<file path="src/rtl/vc_fifo_buffer_pkg.sv">
// Shared defaults and width helpers for the multi-VC input buffer.
package vc_fifo_buffer_pkg;

   localparam int TAM_FLIT   = 8;
   localparam int TAM_BUFFER = 4;
   localparam int NUM_VC_DEF = 2;

   function automatic int idx_width(input int n);
      return (n > 1) ? $clog2(n) : 1;
   endfunction

   function automatic int cnt_width(input int depth);
      return $clog2(depth) + 1;
   endfunction

endpackage

</file>
<file path="src/rtl/vc_fifo_buffer_if.sv">
// Push/pull request bus and per-VC status outputs of the multi-VC buffer.
interface vc_fifo_buffer_if
   import vc_fifo_buffer_pkg::*;
#(
   parameter int WIDTH  = TAM_FLIT,
   parameter int DEPTH  = TAM_BUFFER,
   parameter int NUM_VC = NUM_VC_DEF
);
   localparam int VW = idx_width(NUM_VC);
   localparam int CW = cnt_width(DEPTH);

   logic                 i_push;
   logic [VW-1:0]        i_push_vc;
   logic [WIDTH-1:0]     i_tail;
   logic                 i_pull;
   logic [VW-1:0]        i_pull_vc;
   logic [WIDTH-1:0]     o_head;
   logic [NUM_VC*CW-1:0] o_counter;
   logic [NUM_VC-1:0]    o_full;
   logic [NUM_VC-1:0]    o_empty;
   logic                 o_push_ack;
   logic                 o_pull_ack;
`ifdef FIFO_ERR_EN
   logic [NUM_VC-1:0]    o_ovf_err;
   logic [NUM_VC-1:0]    o_unf_err;

   modport slave  (input  i_push, i_push_vc, i_tail, i_pull, i_pull_vc,
                   output o_head, o_counter, o_full, o_empty, o_push_ack, o_pull_ack,
                          o_ovf_err, o_unf_err);
   modport master (output i_push, i_push_vc, i_tail, i_pull, i_pull_vc,
                   input  o_head, o_counter, o_full, o_empty, o_push_ack, o_pull_ack,
                          o_ovf_err, o_unf_err);
`else
   modport slave  (input  i_push, i_push_vc, i_tail, i_pull, i_pull_vc,
                   output o_head, o_counter, o_full, o_empty, o_push_ack, o_pull_ack);
   modport master (output i_push, i_push_vc, i_tail, i_pull, i_pull_vc,
                   input  o_head, o_counter, o_full, o_empty, o_push_ack, o_pull_ack);
`endif
endinterface

</file>
<file path="src/rtl/vc_fifo_lane.sv">
// One circular flit queue: storage, pointers, occupancy and registered full/empty flags.
module vc_fifo_lane
   import vc_fifo_buffer_pkg::*;
#(
   parameter int WIDTH = TAM_FLIT,
   parameter int DEPTH = TAM_BUFFER,
   parameter int CW    = cnt_width(DEPTH)
) (
   input  logic             i_clk,
   input  logic             i_rst,
   input  logic             push_en,
   input  logic             pull_en,
   input  logic [WIDTH-1:0] wdata,
   output logic [WIDTH-1:0] head,
   output logic [CW-1:0]    count,
   output logic             full,
   output logic             empty
);
   localparam int PW = idx_width(DEPTH);

   logic [WIDTH-1:0] mem_q [DEPTH];
   logic [WIDTH-1:0] mem_d [DEPTH];
   logic [PW-1:0]    wr_ptr_q, wr_ptr_d;
   logic [PW-1:0]    rd_ptr_q, rd_ptr_d;
   logic [CW-1:0]    count_q, count_d;
   logic             full_q, full_d;
   logic             empty_q, empty_d;

   // DEPTH need not be a power of two, so wrap explicitly
   function automatic logic [PW-1:0] next_ptr(input logic [PW-1:0] p);
      return (p == PW'(DEPTH - 1)) ? '0 : p + 1'b1;
   endfunction

   always_comb begin
      mem_d    = mem_q;
      wr_ptr_d = wr_ptr_q;
      rd_ptr_d = rd_ptr_q;
      count_d  = count_q;
      if (push_en) begin
         mem_d[wr_ptr_q] = wdata;
         wr_ptr_d        = next_ptr(wr_ptr_q);
      end
      if (pull_en) begin
         rd_ptr_d = next_ptr(rd_ptr_q);
      end
      case ({push_en, pull_en})
         2'b10:   count_d = count_q + 1'b1;
         2'b01:   count_d = count_q - 1'b1;
         default: count_d = count_q;
      endcase
      full_d  = (count_d == CW'(DEPTH));
      empty_d = (count_d == '0);
   end

   always_ff @(posedge i_clk) begin
      if (i_rst) begin
         wr_ptr_q <= '0;
         rd_ptr_q <= '0;
         count_q  <= '0;
         full_q   <= 1'b0;
         empty_q  <= 1'b1;
      end else begin
         wr_ptr_q <= wr_ptr_d;
         rd_ptr_q <= rd_ptr_d;
         count_q  <= count_d;
         full_q   <= full_d;
         empty_q  <= empty_d;
      end
   end

   // Storage carries no reset; a reset-time write is harmless because pointers restart
   always_ff @(posedge i_clk) begin
      mem_q <= mem_d;
   end

   assign head  = empty_q ? '0 : mem_q[rd_ptr_q];
   assign count = count_q;
   assign full  = full_q;
   assign empty = empty_q;

endmodule

</file>
<file path="src/rtl/vc_fifo_buffer.sv">
// Multi-VC router input buffer: VC decode, accept logic, head mux and count packing.
// Optional sticky overflow/underflow flags are built when FIFO_ERR_EN is defined.
module vc_fifo_buffer
   import vc_fifo_buffer_pkg::*;
#(
   parameter int WIDTH  = TAM_FLIT,
   parameter int DEPTH  = TAM_BUFFER,
   parameter int NUM_VC = NUM_VC_DEF
) (
   input  logic             i_clk,
   input  logic             i_rst,
   vc_fifo_buffer_if.slave  bus
);
   localparam int VW = idx_width(NUM_VC);
   localparam int CW = cnt_width(DEPTH);

   logic [NUM_VC-1:0] push_sel, pull_sel;
   logic [NUM_VC-1:0] push_en, pull_en;
   logic [NUM_VC-1:0] full, empty;
   logic [WIDTH-1:0]  head_lane  [NUM_VC];
   logic [CW-1:0]     count_lane [NUM_VC];
   logic [WIDTH-1:0]  head;

   // Out-of-range VC indices match no lane, so such requests are never accepted
   always_comb begin
      push_sel = '0;
      pull_sel = '0;
      for (int v = 0; v < NUM_VC; v++) begin
         push_sel[v] = (bus.i_push_vc == VW'(v));
         pull_sel[v] = (bus.i_pull_vc == VW'(v));
      end
      pull_en = pull_sel & ~empty & {NUM_VC{bus.i_pull}};
      push_en = push_sel & (~full | pull_en) & {NUM_VC{bus.i_push}};
   end

   always_comb begin
      head = '0;
      for (int v = 0; v < NUM_VC; v++) begin
         if (pull_sel[v]) head = head_lane[v];
      end
   end

   for (genvar v = 0; v < NUM_VC; v++) begin : g_lane
      vc_fifo_lane #(.WIDTH(WIDTH), .DEPTH(DEPTH), .CW(CW)) u_lane (
         .i_clk   (i_clk),
         .i_rst   (i_rst),
         .push_en (push_en[v]),
         .pull_en (pull_en[v]),
         .wdata   (bus.i_tail),
         .head    (head_lane[v]),
         .count   (count_lane[v]),
         .full    (full[v]),
         .empty   (empty[v])
      );
      assign bus.o_counter[v*CW +: CW] = count_lane[v];
   end

   assign bus.o_head     = head;
   assign bus.o_full     = full;
   assign bus.o_empty    = empty;
   assign bus.o_push_ack = |push_en;
   assign bus.o_pull_ack = |pull_en;

`ifdef FIFO_ERR_EN
   logic [NUM_VC-1:0] ovf_q, ovf_d;
   logic [NUM_VC-1:0] unf_q, unf_d;

   always_comb begin
      ovf_d = ovf_q | (push_sel & {NUM_VC{bus.i_push}} & ~push_en);
      unf_d = unf_q | (pull_sel & {NUM_VC{bus.i_pull}} & empty);
   end

   always_ff @(posedge i_clk) begin
      if (i_rst) begin
         ovf_q <= '0;
         unf_q <= '0;
      end else begin
         ovf_q <= ovf_d;
         unf_q <= unf_d;
      end
   end

   assign bus.o_ovf_err = ovf_q;
   assign bus.o_unf_err = unf_q;
`endif

endmodule

</file>
<file path="src/flat_wrapper.sv">
// flat-port wrapper written by rule: the top's interface ports become plain ports
module vc_fifo_buffer_flat import vc_fifo_buffer_pkg::*;
#(
   parameter int WIDTH  = TAM_FLIT,
   parameter int DEPTH  = TAM_BUFFER,
   parameter int NUM_VC = NUM_VC_DEF
)
  (i_clk, i_rst, bus_i_push, bus_i_push_vc, bus_i_tail, bus_i_pull, bus_i_pull_vc, bus_o_head, bus_o_counter, bus_o_full, bus_o_empty, bus_o_push_ack, bus_o_pull_ack);
  vc_fifo_buffer_if #(.WIDTH(WIDTH), .DEPTH(DEPTH), .NUM_VC(NUM_VC)) bus_i ();
  input  logic i_clk;
  input  logic i_rst;
  input wire logic [$bits(bus_i.i_push)-1:0] bus_i_push;
  input wire logic [$bits(bus_i.i_push_vc)-1:0] bus_i_push_vc;
  input wire logic [$bits(bus_i.i_tail)-1:0] bus_i_tail;
  input wire logic [$bits(bus_i.i_pull)-1:0] bus_i_pull;
  input wire logic [$bits(bus_i.i_pull_vc)-1:0] bus_i_pull_vc;
  output wire logic [$bits(bus_i.o_head)-1:0] bus_o_head;
  output wire logic [$bits(bus_i.o_counter)-1:0] bus_o_counter;
  output wire logic [$bits(bus_i.o_full)-1:0] bus_o_full;
  output wire logic [$bits(bus_i.o_empty)-1:0] bus_o_empty;
  output wire logic [$bits(bus_i.o_push_ack)-1:0] bus_o_push_ack;
  output wire logic [$bits(bus_i.o_pull_ack)-1:0] bus_o_pull_ack;
  assign bus_i.i_push = bus_i_push;
  assign bus_i.i_push_vc = bus_i_push_vc;
  assign bus_i.i_tail = bus_i_tail;
  assign bus_i.i_pull = bus_i_pull;
  assign bus_i.i_pull_vc = bus_i_pull_vc;
  assign bus_o_head = bus_i.o_head;
  assign bus_o_counter = bus_i.o_counter;
  assign bus_o_full = bus_i.o_full;
  assign bus_o_empty = bus_i.o_empty;
  assign bus_o_push_ack = bus_i.o_push_ack;
  assign bus_o_pull_ack = bus_i.o_pull_ack;
  vc_fifo_buffer #(.WIDTH(WIDTH), .DEPTH(DEPTH), .NUM_VC(NUM_VC)) u_core (.i_clk(i_clk), .i_rst(i_rst), .bus(bus_i));
endmodule
</file>
<file path="config.mk">
export PLATFORM = sky130hd
export DESIGN_NAME = vc_fifo_buffer_flat
export DESIGN_NICKNAME = d
export VERILOG_FILES = /design/src/rtl/vc_fifo_buffer_pkg.sv /design/src/rtl/vc_fifo_buffer_if.sv /design/src/rtl/vc_fifo_lane.sv /design/src/rtl/vc_fifo_buffer.sv /design/src/flat_wrapper.sv
export SDC_FILE = /design/constraint.sdc
export NUM_CORES = 1
export LEC_CHECK = 0
export ABC_AREA = 1
export CORE_MARGIN = 5
export CORE_UTILIZATION = 45
export DETAILED_ROUTE_END_ITERATION = 12
export PLACE_DENSITY_LB_ADDON = 0.08
export SLEW_MARGIN = 20
export SYNTH_ARGS = -nofsm -noshare
export SYNTH_HDL_FRONTEND = slang
export SYNTH_HIERARCHICAL = 1
export SYNTH_SLANG_ARGS = --single-unit
</file>
<file path="constraint.sdc">
create_clock -name i_clk -period 4.6 [get_ports i_clk]
set_clock_uncertainty 0.05 [all_clocks]
set_input_delay 0.92 -clock i_clk [delete_from_list [all_inputs] [get_ports i_clk]]
set_output_delay 0.92 -clock i_clk [all_outputs]
set_load 0.1 [all_outputs]
</file>
==> results of run 1 <==
[per-layer routing]
| layer | GRT usage | vias up |
|---|---|---|
| li1 | - | 1273 |
| met1 | 0.207 | 1204 |
| met2 | 0.261 | 69 |
| met3 | 0.0353 | 11 |
| met4 | 0.0654 | 0 |
| met5 | 0 | - |
[cells in the mapped netlist, types with 4 or more instances]
cell type / instances
sky130_fd_sc_hd__edfxtp_1: 64
sky130_fd_sc_hd__buf_6: 5
sky130_fd_sc_hd__nor3_1: 4
sky130_fd_sc_hd__nand4_1: 4
sky130_fd_sc_hd__nor2_1: 77
sky130_fd_sc_hd__a21oi_1: 24
sky130_fd_sc_hd__o21ai_0: 21
sky130_fd_sc_hd__ha_1: 12
sky130_fd_sc_hd__o21ai_1: 16
sky130_fd_sc_hd__inv_1: 43
sky130_fd_sc_hd__dfxtp_1: 18
sky130_fd_sc_hd__nand2_1: 58
sky130_fd_sc_hd__nand3_1: 6
[layout make-up]
cell class              instances  area [um^2]  share of cell area
clock buffers                  11          131              0.0309
clock inverters                 5          103              0.0241
inverters                      48          190              0.0447
multi-input cells             228         1110               0.262
flip-flops and latches         82         2280               0.536
well taps                     105          131              0.0309
repair buffers                 33          305              0.0717
[how the worst min path moves through the flow]
stage / start / end / slack (ns) / cells past startpoint
final: u_core/g_lane[0].u_lane/wr_ptr_q[1] / u_core/g_lane[0].u_lane/wr_ptr_q[1] / 0.49 / 2
after CTS: u_core/g_lane[0].u_lane/wr_ptr_q[1] / u_core/g_lane[0].u_lane/wr_ptr_q[1] / 0.49 / 2
after global routing: u_core/g_lane[1].u_lane/wr_ptr_q[1] / u_core/g_lane[1].u_lane/wr_ptr_q[1] / 0.52 / 2
after detailed placement: u_core/g_lane[0].u_lane/count[2] / u_core/g_lane[0].u_lane/empty / 0.47 / 3
after floorplan: u_core/g_lane[0].u_lane/wr_ptr_q[1] / u_core/g_lane[0].u_lane/wr_ptr_q[1] / 0.44 / 2
after global placement: u_core/g_lane[0].u_lane/count[2] / u_core/g_lane[0].u_lane/empty / 0.47 / 3
[registers in the layout, indices dropped and copies added (netlist names)]
register and flops:
u_core/g_lane.u_lane/count 6, u_core/g_lane.u_lane/empty 2, u_core/g_lane.u_lane/full 2, u_core/g_lane.u_lane/mem_q 64, u_core/g_lane.u_lane/rd_ptr_q 4, u_core/g_lane.u_lane/wr_ptr_q 4
[power by group through the flow]
stage                     registers (uW)  logic, uW  clock network (uW)
after CTS                            854        292                 626
final                                853        290                 612
after floorplan                      902        188                   0
after detailed placement             871        291                   0
after global placement               871        288                   0
after global routing                 858        315                 659
[layout by cell type, fill, tap and decap left out, drive strengths merged]
| cell | n |
|---|---|
| clkdlybuf4s50 | 23 |
| dfxtp | 18 |
| nand4 | 4 |
| clkinv | 1 |
| clkbuf | 11 |
| buf | 10 |
| inv | 48 |
| edfxtp | 64 |
| o21ai | 37 |
| nand3 | 7 |
| nor2 | 77 |
| fa | 2 |
| clkinvlp | 1 |
| bufinv | 3 |
| nand2 | 61 |
| ha | 12 |
| a21oi | 24 |
| nor3 | 4 |
[kinds of logic (layout without fill, tap and decap cells)]
group,Yosys count,in the layout,share of synthesized area
AND/OR/NAND/NOR,153,153,0.166
flip-flops,82,82,0.614
AO/OA/AOI/OAI,61,61,0.0821
buffers and inverters,59,97,0.0865
adder cells (fa/ha/maj),14,14,0.0512
[tightest hold or removal path: stages (launching register included)]
cell and delay, ns:
sky130_fd_sc_hd__dfxtp_1 0.33, sky130_fd_sc_hd__inv_1 0.10, sky130_fd_sc_hd__a21oi_1 0.07
[per-stage QoR]
stage | utilization | setup slack [ns] | hold WS [ns] | cell area (um^2)
after global placement | 0.495 | 1.15 | 0.469 | 4020
after global routing | 0.523 | 1.15 | 0.518 | 4260
final | 0.523 | 1.30 | 0.485 | 4260
after detailed placement | 0.495 | 1.05 | 0.473 | 4020
after floorplan | - | 1.60 | 0.440 | 3720
after CTS | 0.523 | 1.30 | 0.488 | 4260
==> results.toml, run 1 <==
[worst_setup_path]
path_depth = 7
worstSetupEndpointType = "output port"
rr_endpoint = "u_core/g_lane[1].u_lane/empty"
worstPathMaxFanout = 11
worstReg2RegStart = "u_core/g_lane[1].u_lane/empty"
worstPathRequired_ns = 3.63
critical_path.max_stage_delay_ns = 0.65
critPathTopFamily = "buffers and inverters"
endpoint_of_the_most_critical_setup_path = "bus_o_push_ack"
critical-path-top-cell-by-count = "sky130_fd_sc_hd__nand2_1"
timing.critical_path.from = "bus_i_pull_vc"
cp_cell_sequence = "clkdlybuf4s50_1, nor2_1, nand2_1, nand2_1, nand2_1, nand2_2, buf_4"
cp_num_buf_inv = 2
worst_path_max_delay_cell = "sky130_fd_sc_hd__clkdlybuf4s50_1"
worstSetupStartpointType = "input pin"
timing.setup.critical_path_class = "input pin to output port"
arrival_ns = 2.33
timing.reg2reg.setup_slack_ns = 2.07
ff2ff_path_depth = 15

[drt]
met1_length_um = 3650
dr.max_layer_used = "met4"
wl_um = 7740
post_drt_wl_per_cell_um = 15.1
met3RoutedLength_um = 415
drc = 0
antenna_left = 0
vias = 2557
dr.first_iter.drc_count = 84
wl_met2_um = 3570
drtPass1Iterations = 4
vias_per_cell = 4.99

[synth]
postSynth.asyncResetShare = 0
synth_largest_type_area_fraction = 0.517
synth_seq_area_share = 0.614
cell_area_after_synthesis_um2 = 3720
synthDistinctLibCells = 21
synth_seq_cells = 82
synth.net_count = 397
synth.yosys.warnings = 6
avgSynthCellArea_um2 = 10.1
area_contributors_post_synth = "sky130_fd_sc_hd__edfxtp_1 (52%), sky130_fd_sc_hd__dfxtp_1 (9.7%), sky130_fd_sc_hd__nor2_1 (7.8%)"
synth_enable_flop_cells = 64
synth_cells = 369
yosys_top_cell_by_area = "sky130_fd_sc_hd__edfxtp_1"
dominantRegCellSynth = "sky130_fd_sc_hd__edfxtp_1"

[outcome]
status = "completed"

[final_layout]
post_route_cells_drive_above_1_share = 0.0811
finish.net_count = 430
flow.area_growth_from_synthesis_pct = 14.5
final-instance-count-excl-fill = 512
antenna_cells = 0
final.fill_count = 718

[floorplanning]
design.die.area_um2 = 10200
coreArea_um2 = 8130
top_level_ports = 34
die_x_um = 101
rows = 33
initial_cell_density_of_the_core = 0.457
die_height_um = 101

[clocking]
clock_sinks = 82
clkLatencyLatePin_ns = 0.34
cts-hold-fix-buffers = 0
numCtsBuffers = 9
post-cts-setup-buffers = 0
clkSlewWorstSetupHoldPaths_ns = 0.07
root_buffer = "sky130_fd_sc_hd__clkbuf_8"
cts-root-to-sink-buffers = 2
cts.repair.resized = 0
clock_tree.htree_level_count = 3
tritoncts = "built"

[grt]
total_global_route_track_usage = 0.160
grt_pass1_wl_um = 12300
grt_antenna_before_repair = 0
grt_start_max_net_pins = 21
grt_remaining_overflow = 0
grt_pass1_vias = 2534

[sta]
min_period_over_period = 0.718
setup_viol = 0
report.final.hold_viol_count = 0
max_freq_ghz = 0.303
worst-slew-pin-transition_ns = 0.980
period_minus_slack_ns = 3.30
number_of_max_slew_violations_in_the_final_report = 0
tns_ns = 0
rsz0062_at_grt = "no"
slew_headroom = 0.345

[pwr]
clock_power_share = 0.349
p_seq_frac = 0.486
power.ir.vdd_worst_mv = 0.208
leakagePower_uw = 0.00175
p_switching_uw = 499
power_density_nw_per_um2 = 412
total_power_uw = 1760
internal-power_uw = 1260
power.combinational.fraction = 0.165
switching_share = 0.284

[flow_run]
maximum_capacitance_violations = 0

[placement]
gp_congestion = 0.814
dp_hpwl_um = 5160
post-place-cells = 496
port-buffer-count = 33

[min_path]
holdCritPathClass = "register to register"
No activity file was read; power rests on OpenSTA's default activity.
==> run 2, diff against run 1 <==
Clock period 4.6 ns to 2.98 ns, I/O delays scaled along.
==> run 2 against run 1 <==
- global-route usage hardly changed
- worst setup slack got worse by 0.94 ns
- highest routed layer unchanged
- final cell count is 1.4% higher
- via count is 1.7% lower
- sequential power grew 51%
==> results.toml, run 2 (synthesis gave the netlist of run 1 again) <==
[flow_run]
maximum_capacitance_violations = 0

[final_layout]
flow.area_growth_from_synthesis_pct = 16.7
post_route_cells_drive_above_1_share = 0.118
most_common_cell_after_layout_fill_and_taps_aside = "sky130_fd_sc_hd__nor2_1"
largest_register_ff_count = 64
antenna_cells = 0
max_flop_register = "u_core/g_lane.u_lane/mem_q"
final.fill_count = 705
final-instance-count-excl-fill = 519
finish.net_count = 437
fin_area_um2 = 4340
mostFrequentLayoutCells = "sky130_fd_sc_hd__nor2_1 (77), sky130_fd_sc_hd__edfxtp_1 (64), sky130_fd_sc_hd__nand2_1 (58)"

[pwr]
internal-power_uw = 1720
p_seq_frac = 0.520
power_density_nw_per_um2 = 573
power.combinational.fraction = 0.209
power.ir.vdd_worst_mv = 0.257
p_switching_uw = 764
clock_power_share = 0.271
leakagePower_uw = 0.00179
total_power_uw = 2490
switching_share = 0.307

[placement]
post-place-cells = 503
dp_hpwl_um = 5190
placed_cell_areas_um2 = 4180
gp_congestion = 0.812
port-buffer-count = 33

[worst_setup_path]
ff2ff_path_depth = 14
rr_endpoint = "u_core/g_lane[0].u_lane/empty"
timing.setup.critical_path_class = "register to output port"
worstPathRequired_ns = 2.33
worstPathMaxFanout = 10
arrival_ns = 1.98
worstSetupEndpointType = "output port"
worstSetupStartpointType = "register"
worstReg2RegStart = "u_core/g_lane[0].u_lane/empty"
timing.reg2reg.setup_slack_ns = 0.80

[floorplanning]
die_x_um = 101
rows = 33
design.die.area_um2 = 10200
initial_cell_density_of_the_core = 0.457
die_height_um = 101
top_level_ports = 34
coreArea_um2 = 8130

[sta]
rsz0062_at_grt = "no"
hold_ws_ns = 0.491
min_period_over_period = 0.881
max_freq_ghz = 0.381
tns_ns = 0
period_minus_slack_ns = 2.63
worst-slew-pin-transition_ns = 0.476
setup_viol = 0
number_of_max_slew_violations_in_the_final_report = 0
slew_headroom = 0.682
report.final.hold_viol_count = 0

[drt]
vias = 2513
vias_per_cell = 4.84
met3RoutedLength_um = 441
dr.max_layer_used = "met4"
wl_met2_um = 3570
antenna_left = 0
drtPass1Iterations = 4
met1_length_um = 3380
dr.first_iter.drc_count = 48
drc = 0
wl_um = 7520
post_drt_wl_per_cell_um = 14.5

[grt]
total_global_route_track_usage = 0.160
grt_remaining_overflow = 0
grt_pass1_wl_um = 12300
grt_pass1_vias = 2491
grt_antenna_before_repair = 0
grt_start_max_net_pins = 21

[min_path]
holdCritPathClass = "register to register"
hold_path.startpoint = "u_core/g_lane[0].u_lane/wr_ptr_q[1]"
min_delay_path_depth = 2
worst_min_delay_path_endpoint = "u_core/g_lane[0].u_lane/wr_ptr_q[1]"

[clocking]
clkSlewWorstSetupHoldPaths_ns = 0.08
root_buffer = "sky130_fd_sc_hd__clkbuf_8"
tritoncts = "built"
clkLatencyLatePin_ns = 0.34
cts-root-to-sink-buffers = 2
post-cts-setup-buffers = 0
numCtsBuffers = 9
cts.repair.resized = 0
cts-hold-fix-buffers = 0
clock_sinks = 82
clock_tree.htree_level_count = 3

[outcome]
status = "completed"
[run 2: cell types whose count changed in the layout (fill, tap and decap cells not counted)]
cell                              delta
sky130_fd_sc_hd__bufinv_16           -3
sky130_fd_sc_hd__clkinvlp_4          +2
sky130_fd_sc_hd__buf_12             +10
sky130_fd_sc_hd__buf_4               +7
sky130_fd_sc_hd__clkinv_1            +1
sky130_fd_sc_hd__clkdlybuf4s50_1    -10
[run 2: critical path, cell delays in order (launching register included)]
cell and delay, ns:
sky130_fd_sc_hd__dfxtp_1 0.62, sky130_fd_sc_hd__inv_2 0.21, sky130_fd_sc_hd__nor2_1 0.14, sky130_fd_sc_hd__o21ai_1 0.07
sky130_fd_sc_hd__a21oi_1 0.18, sky130_fd_sc_hd__nand2_1 0.08, sky130_fd_sc_hd__nand2_1 0.14, sky130_fd_sc_hd__buf_12 0.19
[run 2: metrics by stage]
stage / setup slack [ns] / util
after global placement: 0.185 / 0.513
after CTS: 0.324 / 0.533
final: 0.355 / 0.533
after detailed placement: 0.118 / 0.513
after global routing: 0.213 / 0.533
after floorplan: 0.206 / -
[run 2: how the worst max path moves through the flow]
stage | depth (start not counted) | start | end
after floorplan | 15 | u_core/g_lane[1].u_lane/empty | u_core/g_lane[1].u_lane/empty
after global placement | 15 | bus_i_pull_vc | u_core/g_lane[1].u_lane/empty
after detailed placement | 15 | bus_i_pull_vc | u_core/g_lane[1].u_lane/empty
after CTS | 7 | u_core/g_lane[0].u_lane/rd_ptr_q[1] | bus_o_head[2]
after global routing | 7 | u_core/g_lane[0].u_lane/rd_ptr_q[1] | bus_o_head[2]
final | 7 | u_core/g_lane[0].u_lane/rd_ptr_q[1] | bus_o_head[2]
[run 2: cell type report]
cell class                      count  area [um^2]  area share
Clock buffer                       11          131      0.0303
Clock inverter                      5         31.3     0.00721
Inverter                           48          190      0.0438
Multi-Input combinational cell    228         1110       0.257
Sequential cell                    82         2280       0.526
Tap cell                          105          131      0.0303
Timing Repair Buffer               40          458       0.106
[run 2: metal layers]
metal	GRT usage	up-vias
met3	0.0450	11
li1	-	1293
met2	0.256	66
met4	0.0603	0
met5	0	-
met1	0.207	1143
[run 2: power by group through the flow]
stage	clock, uW	combinational (uW)	sequential, uW
floorplan	0	290	1390
global placement	0	521	1320
detailed placement	0	524	1320
CTS	701	526	1290
global route	750	561	1300
finish	673	520	1290
==> run 3, diff against run 2 <==
Settings changed: GPL_TIMING_DRIVEN set to 1.
==> results of run 3 <==
Final layout, timing and power as in run 2 (identical DEF).
